### src/rtl/vit_csr_pkg.sv
// Shared constants and FSM state types for the ViT CSR AXI-Lite slave.
package vit_csr_pkg;
  localparam int LOG2_REG_NUM = 5;
  localparam int REG_NUM      = 2 ** LOG2_REG_NUM;
  localparam int PERF_BASE    = 27;
  localparam int PERF_NUM     = 4;
  localparam int CTRL_IDX     = 0;
  localparam int STAT_BUSY    = 0;
  localparam int STAT_DONE    = 1;
  localparam logic [1:0] RESP_OKAY = 2'b00;

  typedef enum logic {W_IDLE, W_RESP} wr_state_t;
  typedef enum logic {R_IDLE, R_DATA} rd_state_t;
endpackage

### src/rtl/vit_csr_axil_slave_if.sv
// AXI4-Lite bus bundle between the CPU GP port and the ViT CSR slave.
interface vit_csr_axil_slave_if #(
  parameter int ADDR_W = 7
);
  logic              awvalid;
  logic              awready;
  logic [ADDR_W-1:0] awaddr;
  logic [2:0]        awprot;
  logic [31:0]       wdata;
  logic [3:0]        wstrb;
  logic              wvalid;
  logic              wready;
  logic [1:0]        bresp;
  logic              bvalid;
  logic              bready;
  logic              arvalid;
  logic              arready;
  logic [ADDR_W-1:0] araddr;
  logic [2:0]        arprot;
  logic [31:0]       rdata;
  logic [1:0]        rresp;
  logic              rvalid;
  logic              rready;

  modport master (
    output awvalid, awaddr, awprot, wdata, wstrb, wvalid, bready,
           arvalid, araddr, arprot, rready,
    input  awready, wready, bresp, bvalid, arready, rdata, rresp, rvalid
  );

  modport slave (
    input  awvalid, awaddr, awprot, wdata, wstrb, wvalid, bready,
           arvalid, araddr, arprot, rready,
    output awready, wready, bresp, bvalid, arready, rdata, rresp, rvalid
  );
endinterface

### src/rtl/vit_csr_axil_slave.sv
// AXI4-Lite CSR file for the ViT accelerator: start pulse, busy/done status, perf counters.
// Define CSR_WSTRB_EN to honour per-byte write strobes; otherwise all 32 bits are written.
module vit_csr_axil_slave
  import vit_csr_pkg::*;
#(
  parameter int LOG2_REG_NUM = vit_csr_pkg::LOG2_REG_NUM,
  parameter int ADDR_W       = LOG2_REG_NUM + 2,
  parameter int PERF_BASE    = vit_csr_pkg::PERF_BASE,
  localparam int REG_NUM     = 2 ** LOG2_REG_NUM
) (
  input  logic                   clk,
  input  logic                   rst,
  vit_csr_axil_slave_if.slave    s_axi,
  output logic [REG_NUM*32-1:0]  csr_regs,
  output logic                   start_o,
  input  logic                   done_i,
  input  logic [4*32-1:0]        perf_cnt_i
);

  logic [31:0] regs [REG_NUM];

  wr_state_t w_state;
  rd_state_t r_state;

  logic                    awready_q, wready_q, bvalid_q;
  logic                    arready_q, rvalid_q;
  logic [31:0]             rdata_q;
  logic                    aw_held, w_held;
  logic [LOG2_REG_NUM-1:0] aw_idx;
  logic [31:0]             wdata_q;
`ifdef CSR_WSTRB_EN
  logic [3:0]              wstrb_q;
`endif
  logic                    busy, done;

  logic                    start_fire, wr_store;
  logic [31:0]             wr_mask;
  logic [LOG2_REG_NUM-1:0] rd_idx;
  logic [1:0]              perf_sel;
  logic [31:0]             rd_val;
  logic                    unused_bits;

  function automatic logic is_perf(input logic [LOG2_REG_NUM-1:0] idx);
    return (int'(idx) >= PERF_BASE) && (int'(idx) < PERF_BASE + PERF_NUM);
  endfunction

  assign s_axi.awready = awready_q;
  assign s_axi.wready  = wready_q;
  assign s_axi.bvalid  = bvalid_q;
  assign s_axi.bresp   = RESP_OKAY;
  assign s_axi.arready = arready_q;
  assign s_axi.rvalid  = rvalid_q;
  assign s_axi.rdata   = rdata_q;
  assign s_axi.rresp   = RESP_OKAY;

`ifdef CSR_WSTRB_EN
  assign unused_bits = ^{s_axi.awprot, s_axi.arprot, s_axi.awaddr[1:0], s_axi.araddr[1:0]};
`else
  assign unused_bits = ^{s_axi.awprot, s_axi.arprot, s_axi.awaddr[1:0], s_axi.araddr[1:0],
                         s_axi.wstrb};
`endif

  always_comb begin
`ifdef CSR_WSTRB_EN
    wr_mask    = {{8{wstrb_q[3]}}, {8{wstrb_q[2]}}, {8{wstrb_q[1]}}, {8{wstrb_q[0]}}};
    start_fire = (int'(aw_idx) == CTRL_IDX) && wdata_q[0] && wstrb_q[0];
`else
    wr_mask    = '1;
    start_fire = (int'(aw_idx) == CTRL_IDX) && wdata_q[0];
`endif
    wr_store   = (int'(aw_idx) != CTRL_IDX) && !is_perf(aw_idx);
  end

  // AW and W are captured independently; the commit happens one edge after both are held.
  always_ff @(posedge clk or posedge rst) begin
    if (rst) begin
      w_state   <= W_IDLE;
      awready_q <= 1'b0;
      wready_q  <= 1'b0;
      bvalid_q  <= 1'b0;
      aw_held   <= 1'b0;
      w_held    <= 1'b0;
      aw_idx    <= '0;
      wdata_q   <= '0;
`ifdef CSR_WSTRB_EN
      wstrb_q   <= '0;
`endif
      start_o   <= 1'b0;
      for (int i = 0; i < REG_NUM; i++) regs[i] <= '0;
    end else begin
      start_o <= 1'b0;
      case (w_state)
        W_IDLE: begin
          if (aw_held && w_held) begin
            if (wr_store) regs[aw_idx] <= (regs[aw_idx] & ~wr_mask) | (wdata_q & wr_mask);
            start_o  <= start_fire;
            aw_held  <= 1'b0;
            w_held   <= 1'b0;
            bvalid_q <= 1'b1;
            w_state  <= W_RESP;
          end else begin
            if (s_axi.awvalid && awready_q) begin
              aw_idx    <= s_axi.awaddr[ADDR_W-1:2];
              aw_held   <= 1'b1;
              awready_q <= 1'b0;
            end else begin
              awready_q <= !aw_held;
            end
            if (s_axi.wvalid && wready_q) begin
              wdata_q  <= s_axi.wdata;
`ifdef CSR_WSTRB_EN
              wstrb_q  <= s_axi.wstrb;
`endif
              w_held   <= 1'b1;
              wready_q <= 1'b0;
            end else begin
              wready_q <= !w_held;
            end
          end
        end
        W_RESP: begin
          if (s_axi.bready) begin
            bvalid_q  <= 1'b0;
            awready_q <= 1'b1;
            wready_q  <= 1'b1;
            w_state   <= W_IDLE;
          end
        end
        default: w_state <= W_IDLE;
      endcase
    end
  end

  // A start in the same cycle as done_i wins, so a back-to-back relaunch is never lost.
  always_ff @(posedge clk or posedge rst) begin
    if (rst) begin
      busy <= 1'b0;
      done <= 1'b0;
    end else if (start_o) begin
      busy <= 1'b1;
      done <= 1'b0;
    end else if (done_i) begin
      busy <= 1'b0;
      done <= 1'b1;
    end
  end

  always_comb begin
    rd_idx   = s_axi.araddr[ADDR_W-1:2];
    perf_sel = 2'(rd_idx - LOG2_REG_NUM'(PERF_BASE));
    rd_val   = regs[rd_idx];
    if (int'(rd_idx) == CTRL_IDX) begin
      rd_val            = '0;
      rd_val[STAT_BUSY] = busy;
      rd_val[STAT_DONE] = done;
    end else if (is_perf(rd_idx)) begin
      rd_val = perf_cnt_i[{perf_sel, 5'd0} +: 32];
    end
  end

  always_ff @(posedge clk or posedge rst) begin
    if (rst) begin
      r_state   <= R_IDLE;
      arready_q <= 1'b0;
      rvalid_q  <= 1'b0;
      rdata_q   <= '0;
    end else begin
      case (r_state)
        R_IDLE: begin
          if (s_axi.arvalid && arready_q) begin
            rdata_q   <= rd_val;
            rvalid_q  <= 1'b1;
            arready_q <= 1'b0;
            r_state   <= R_DATA;
          end else begin
            arready_q <= 1'b1;
          end
        end
        R_DATA: begin
          if (s_axi.rready) begin
            rvalid_q  <= 1'b0;
            arready_q <= 1'b1;
            r_state   <= R_IDLE;
          end
        end
        default: r_state <= R_IDLE;
      endcase
    end
  end

  // Control and perf slots have no storage, so they appear as zero on the datapath bus.
  for (genvar i = 0; i < REG_NUM; i++) begin : g_bus
    if (i == CTRL_IDX || (i >= PERF_BASE && i < PERF_BASE + PERF_NUM)) begin : g_zero
      assign csr_regs[32*i +: 32] = '0;
    end else begin : g_reg
      assign csr_regs[32*i +: 32] = regs[i];
    end
  end

endmodule

### src/flat_wrapper.sv
// flat-port wrapper written by rule: the top's interface ports become plain ports
module vit_csr_axil_slave_flat import vit_csr_pkg::*;
#(
  parameter int LOG2_REG_NUM = vit_csr_pkg::LOG2_REG_NUM,
  parameter int ADDR_W       = LOG2_REG_NUM + 2,
  parameter int PERF_BASE    = vit_csr_pkg::PERF_BASE,
  localparam int REG_NUM     = 2 ** LOG2_REG_NUM
)
  (clk, rst, csr_regs, start_o, done_i, perf_cnt_i, s_axi_awvalid, s_axi_awaddr, s_axi_awprot, s_axi_wdata, s_axi_wstrb, s_axi_wvalid, s_axi_bready, s_axi_arvalid, s_axi_araddr, s_axi_arprot, s_axi_rready, s_axi_awready, s_axi_wready, s_axi_bresp, s_axi_bvalid, s_axi_arready, s_axi_rdata, s_axi_rresp, s_axi_rvalid);
  vit_csr_axil_slave_if #(.ADDR_W(ADDR_W)) s_axi_i ();
  input  logic clk;
  input  logic rst;
  output logic [REG_NUM*32-1:0] csr_regs;
  output logic start_o;
  input  logic done_i;
  input  logic [4*32-1:0] perf_cnt_i;
  input wire logic [$bits(s_axi_i.awvalid)-1:0] s_axi_awvalid;
  input wire logic [$bits(s_axi_i.awaddr)-1:0] s_axi_awaddr;
  input wire logic [$bits(s_axi_i.awprot)-1:0] s_axi_awprot;
  input wire logic [$bits(s_axi_i.wdata)-1:0] s_axi_wdata;
  input wire logic [$bits(s_axi_i.wstrb)-1:0] s_axi_wstrb;
  input wire logic [$bits(s_axi_i.wvalid)-1:0] s_axi_wvalid;
  input wire logic [$bits(s_axi_i.bready)-1:0] s_axi_bready;
  input wire logic [$bits(s_axi_i.arvalid)-1:0] s_axi_arvalid;
  input wire logic [$bits(s_axi_i.araddr)-1:0] s_axi_araddr;
  input wire logic [$bits(s_axi_i.arprot)-1:0] s_axi_arprot;
  input wire logic [$bits(s_axi_i.rready)-1:0] s_axi_rready;
  output wire logic [$bits(s_axi_i.awready)-1:0] s_axi_awready;
  output wire logic [$bits(s_axi_i.wready)-1:0] s_axi_wready;
  output wire logic [$bits(s_axi_i.bresp)-1:0] s_axi_bresp;
  output wire logic [$bits(s_axi_i.bvalid)-1:0] s_axi_bvalid;
  output wire logic [$bits(s_axi_i.arready)-1:0] s_axi_arready;
  output wire logic [$bits(s_axi_i.rdata)-1:0] s_axi_rdata;
  output wire logic [$bits(s_axi_i.rresp)-1:0] s_axi_rresp;
  output wire logic [$bits(s_axi_i.rvalid)-1:0] s_axi_rvalid;
  assign s_axi_i.awvalid = s_axi_awvalid;
  assign s_axi_i.awaddr = s_axi_awaddr;
  assign s_axi_i.awprot = s_axi_awprot;
  assign s_axi_i.wdata = s_axi_wdata;
  assign s_axi_i.wstrb = s_axi_wstrb;
  assign s_axi_i.wvalid = s_axi_wvalid;
  assign s_axi_i.bready = s_axi_bready;
  assign s_axi_i.arvalid = s_axi_arvalid;
  assign s_axi_i.araddr = s_axi_araddr;
  assign s_axi_i.arprot = s_axi_arprot;
  assign s_axi_i.rready = s_axi_rready;
  assign s_axi_awready = s_axi_i.awready;
  assign s_axi_wready = s_axi_i.wready;
  assign s_axi_bresp = s_axi_i.bresp;
  assign s_axi_bvalid = s_axi_i.bvalid;
  assign s_axi_arready = s_axi_i.arready;
  assign s_axi_rdata = s_axi_i.rdata;
  assign s_axi_rresp = s_axi_i.rresp;
  assign s_axi_rvalid = s_axi_i.rvalid;
  vit_csr_axil_slave #(.LOG2_REG_NUM(LOG2_REG_NUM), .ADDR_W(ADDR_W), .PERF_BASE(PERF_BASE)) u_core (.clk(clk), .rst(rst), .s_axi(s_axi_i), .csr_regs(csr_regs), .start_o(start_o), .done_i(done_i), .perf_cnt_i(perf_cnt_i));
endmodule
### config.mk
export PLATFORM = sky130hd
export DESIGN_NAME = vit_csr_axil_slave_flat
export DESIGN_NICKNAME = d
export VERILOG_FILES = /design/src/rtl/vit_csr_pkg.sv /design/src/rtl/vit_csr_axil_slave_if.sv /design/src/rtl/vit_csr_axil_slave.sv /design/src/flat_wrapper.sv
export SDC_FILE = /design/constraint.sdc
export NUM_CORES = 2
export LEC_CHECK = 0
export BUFFER_PORTS_ARGS = -buffer_cell sky130_fd_sc_hd__buf_4
export CELL_PAD_IN_SITES_DETAIL_PLACEMENT = 1
export CELL_PAD_IN_SITES_GLOBAL_PLACEMENT = 1
export CORE_AREA = 2 2 489 491
export CTS_CLUSTER_SIZE = 8
export DETAILED_ROUTE_END_ITERATION = 6
export DIE_AREA = 0 0 491 493
export MAX_ROUTING_LAYER = met4
export PLACE_DENSITY_LB_ADDON = 0.1
export SLEW_MARGIN = 20
export SYNTH_ARGS = -nofsm -noshare
export SYNTH_HDL_FRONTEND = slang
export SYNTH_SLANG_ARGS = --single-unit
### constraint.sdc
create_clock -name clk -period 53.5 [get_ports clk]
set_input_delay 16.05 -clock clk [delete_from_list [all_inputs] [get_ports clk]]
set_output_delay 16.05 -clock clk [all_outputs]
set_load 0.01 [all_outputs]
**Yosys cells after proc, flatten, opt, wreduce, memory -nomap -nowiden**

Cells that the tools add are included.

- Bitwise gates (word level): 5
- Reductions and logical operators: 27
- $add $sub $neg: 1
- Order comparisons: 7
- Equality and inequality tests: 5
- Multiplexer cells: 40
- Shift operators: 1

Operator list:

| operator | number |
|---|---|
| bitwise mux 1024 bit | 1 |
| binary-select mux 32 bit (select 5 bit) | 1 |
| demux 32 bit (select 5 bit) | 1 |
| 2-to-1 mux 32 bit | 5 |
| indexed part select 128 x 8 -> 32 bit | 1 |
| 2-to-1 mux 1 bit | 25 |
| one-hot mux 1 bit (2 select lines) | 7 |
| >= comparator 6 bit (second input constant) | 2 |
| inverter 5 -> 6 bit | 2 |
| AND reduction 2 bit | 6 |
| >= comparator 5 bit (second input constant) | 2 |
| logical NOT 5 bit | 2 |
| < comparator 5 bit (second input constant) | 2 |
| logical AND 1 bit | 9 |
| AND reduction 3 bit | 3 |
| < comparator 6 x 1 -> 1 bit (second input constant) | 1 |
| != test 2 bit (second input constant) | 3 |
| nonzero test 2 bit | 3 |
| nonzero test 5 bit | 1 |
| != test 2 x 1 -> 1 bit (second input constant) | 2 |
| logical NOT 1 bit | 3 |
| inverter 1 bit | 3 |
| subtractor 2 bit (second input constant) | 1 |

- Output and inout port bits: 1066
- Flip-flop bits (word level): 1105
- Word-level logic and storage cells: 133
- Input port bits: 192

**Longest topological paths before layout**

- Depth after elaboration: 6
- Gate-level depth with buffers: 12
- Gate-level depth less buffers: 7

**Worst setup path after synthesis**

No wires, ideal clock.

- Path kind: input-to-reg
- From: in s_axi_araddr[2]
- To: reg u_core.rdata_q[23], in the netlist u_core.s_axi.rdata[23]
- Stages on the path: 12
- Setup slack: 35.157 ns
- Arrival time: 18.220 ns
- Buffers on the path: 6
- Library setup time: 0.123 ns
- Required time: 53.377 ns
- Cell sequence: buf_4 buf_12 buf_6 buf_6 buf_6 inv_1 ha_1 clkbuf_1 mux4_2 o21ai_0 nand2_1 o221a_2

- Cells in the longest elaborated chain, start to end: 6
- Elaborated cells between the ends (all ways): 12
- Those cells by class: add/sub (1); order compare (2); shift (1); mux (5); bitwise (1); reduce/logical (2)

RTL lines:

| element | RTL line | text |
|---|---|---|
| start: declaration | flat_wrapper.sv:25 | `input wire logic [$bits(s_axi_i.araddr)-1:0] s_axi_araddr;` |
| parallel branches: the longest is 5 deep, another holds subtractor 2 bit | - |  |
| 2-to-1 mux 32 bit (*) | vit_csr_axil_slave.sv:152 | `if (int'(rd_idx) == CTRL_IDX) begin` |
| end signal: assignment | vit_csr_axil_slave.sv:171 | `rdata_q <= rd_val;` |
| end: declaration | vit_csr_axil_slave.sv:27 | `logic [31:0] rdata_q;` |

Mark *: on every way between the ends. The select of a mux whose other input is x is not followed.
A chain may end at the register's enable or synchronous reset.

**Worst setup path after layout**

- From: in s_axi_araddr[2]
- To: reg u_core.rdata_q[9], in the netlist u_core.s_axi.rdata[9]

The elaborated chain is that of the path after synthesis.

==> results.yml <==
run_status:
  outcome: "finished clean"
worst_setup_path:
  path_delay_family: "buffers and inverters"
  crit_path_max_incr_delay_ns: 0.78
  reg2reg_slack_ns: 49.70
  cp.arrival_ns: 20.67
  r2r_start: "u_core.w_state"
  crit_fanout: 74
  worst-setup-path-type: "in -> reg"
  crit_chain: "buf_8 -> buf_12 -> buf_4 -> buf_4 -> buf_4 -> mux4_2 -> mux2i_1 -> nor2_1 -> nor3_1 -> a221oi_1"
  slowest_stage: "buf_4"
  endpoint_kind: "flip-flop"
  rr_endpoint: "u_core.csr_regs[173]"
  required_ns: 54.15
  rr_worst_depth: 5
  path_common_cell: "buf_4"
  startpoint_type: "input pin"
  critPathBufInv: 5
pwr:
  p_int_w: 0.002329
  clkPwrFrac: 0.256
  peakVddDrop_v: 0.00002530
  p_switching_w: 0.001452
  seqPwrFrac: 0.382
  netSwitchingFraction: 0.3840
  power_leakage_nw: 32.16
  combPwrFrac: 0.361
  power.density_nw_per_um2: 57.38
  finalPower_w: 0.003781
cells_and_area:
  final_area_um2: 65890
  nFillCells: 25570
  final_nets: 4550
  drive_gt1_frac: 0.5797
  area_growth_pct: 14.62
  instances_no_fill: 7603
  most-common-layout-cells: "buf_4, dfrtp_1, mux2_2"
  layout_commonest_cell: "buf_4"
logic_synthesis:
  synth-seq-cells: 1105
  synth.avg_cell_area_um2: 13.14
  syn_inst: 4375
  yosysWarnings: 0
  netlist_area_um2: 57490
  seq_area_frac_synth: 0.4810
  synth.distinct_cells: 51
  synthTopCellsByArea: "dfrtp_1, mux2_2, buf_4"
  synth_top_cell_by_area: "dfrtp_1"
  synth_top_area_share: 0.4810
timing:
  max_freq_mhz: 49.95
  skew_ns: 0.04124
  fin_crit_sh: 0.3742
  worstMarginPinSlew_ns: 1.122
  setup_ws_ns: 33.48
  rsz0062_at_grt: "false"
  setup_tns_ns: 0
  drv_slew: 0
  period_minus_slack_ns: 20.02
  slew_headroom: 0.2520
  setup_viol_count_final: 0
  hold_violations: 0
placement:
  hpwl_um: 196800
  port_buffers: 1079
  place.gp.congestion: 0.8132
  place_area_um2: 61260
  place_ws_ns: 32.43
  dpl.cell_count: 7360
routing:
  routed_via_density: 4.528
  drt_first_iter_violations: 1755
  firstDrtPassIters: 7
  drc: 0
  via_count: 34430
  avgRoutedWirePerCell_um: 36.99
  ant_nets: 0
  drt_wl_total_um: 281200
clock_network:
  cts_tree: "done"
  clock_sinks: 1105
  cts_buffers: 161
  clock_latency_ns: 0.81
  cts-root-buf: "clkbuf_16"
  clkTransAtPathRegs_ns: 0.05
  cts_resized: 0
  htreeDepth: 4
  cts_hold_buf: 0
  clockBufferDepth: 3
  cts_setup_buffers: 0
die:
  core_um2: 237000
  io_pins: 1258
  fp-row-count: 179
  fp.dieH_um: 493
  start_util: 0.2426
  fp.dieW_um: 491
  die_area_um2: 242100
min_path:
  min_to: "u_core.regs[1013]"
  hold_path_class: "reg -> reg"
  hold_start: "u_core.regs[1013]"
  holdPathStages: 0
grt:
  grt_max_degree: 150
  grt_pass1_vias: 36640
  antenna_found_initial: 62
  grt_first_pass_wirelength_um: 372400
  grt.overflow.total: 0
  groute.usage.overall: 0.2345
job:
  max-cap-violations: 0
cells in the mapped netlist (all sizes together):
cell type,instances
or2,2
a22oi,23
nor3,31
ha,2
o31ai,2
a221o,1
mux4,213
dfrtp,1105
nand3,4
nor2b,13
and3b,2
and3,4
mux2i,182
o311ai,1
o21ai,47
o22ai,2
buf,1217
o221ai,23
a221oi,44
o2111ai,1
nand2,43
or3b,1
and2,4
conb,1
inv,11
a22o,44
o221a,8
a211oi,10
mux2,923
nand2b,3
nor3b,5
or3,5
nor2,69
a21oi,24
nand4,3
nand3b,4
a21o,1
clkbuf,285
o41ai,1
a31oi,11
metrics by stage:
step	util	hold WS [ns]
final	0.2781	0.3705
after global routing	0.2781	0.3802
after CTS	0.2777	0.3752
after detailed placement	0.2585	0.3635
after global placement	0.2585	0.3605
after floorplan	-	0.4239
logic make-up after synthesis:
logic type      share of synthesized area
simple gates                      0.01574
other cells                    0.00006523
buf+inv                            0.1731
compound gates                    0.03378
fa+ha+maj                       0.0004352
mux                                0.2959
flops                              0.4810
cell type report:
cell class                      instances  area (um^2)  area share
Sequential cell                      1105        27670      0.4199
Multi-Input combinational cell       1920        20810      0.3158
Clock buffer                          189         4278     0.06492
Inverter                               11        48.80   0.0007405
Timing Repair Buffer                 1157         8782      0.1333
Clock inverter                         17        252.7    0.003836
Tap cell                             3167         3963     0.06014
Antenna cell                           37        92.59    0.001405
registers in the layout, summed over array words and instances (netlist names):
register              flops
u_core.csr_regs         864
u_core.aw_idx             5
u_core.w_held             1
u_core.aw_held            1
u_core.s_axi.bvalid       1
u_core.w_state            1
u_core.s_axi.awready      1
u_core.wdata_q           32
u_core.start_o            1
u_core.busy               1
u_core.regs             160
u_core.done               1
u_core.s_axi.rvalid       1
u_core.s_axi.arready      1
u_core.r_state            1
u_core.s_axi.wready       1
u_core.s_axi.rdata       32
worst register-to-register path, delay by kind of cell (launching register included):
kind	cells	cell delay (ns)
buffers and inverters	1	0.70
flip-flops	1	0.45
multiplexers	1	0.44
AND/OR/NAND/NOR	3	2.05
power groups by stage:
stage          Sequential [W]  Combinational [W]  Clock, W
2_1_floorplan         0.00127            0.00101         0
3_3_place_gp          0.00145            0.00139         0
3_5_place_dp          0.00146            0.00140         0
4_1_cts               0.00145            0.00140   0.00100
5_1_grt               0.00149            0.00144   0.00104
6_report              0.00145            0.00137  0.000970
layer usage:
| layer | part of all wire | up-vias | global-route usage |
|---|---|---|---|
| met5 | 0 | - | - |
| li1 | - | 14090 | - |
| met4 | 0.030 | 0 | 0.06673 |
| met1 | 0.42 | 18850 | 0.2846 |
| met3 | 0.069 | 302 | 0.07065 |
| met2 | 0.48 | 1185 | 0.3760 |
how the worst max path moves through the flow:
| stage | from | endpoint | depth (start not counted) |
|---|---|---|---|
| after floorplan | rst | u_core.aw_held | 1 |
| after global placement | s_axi_araddr[2] | u_core.s_axi.rdata[9] | 10 |
| after detailed placement | s_axi_araddr[2] | u_core.s_axi.rdata[9] | 10 |
| after CTS | s_axi_araddr[2] | u_core.s_axi.rdata[13] | 10 |
| after global routing | s_axi_araddr[2] | u_core.s_axi.rdata[13] | 10 |
| final | s_axi_araddr[2] | u_core.s_axi.rdata[9] | 10 |
No activity file was read; power rests on OpenSTA's default activity.
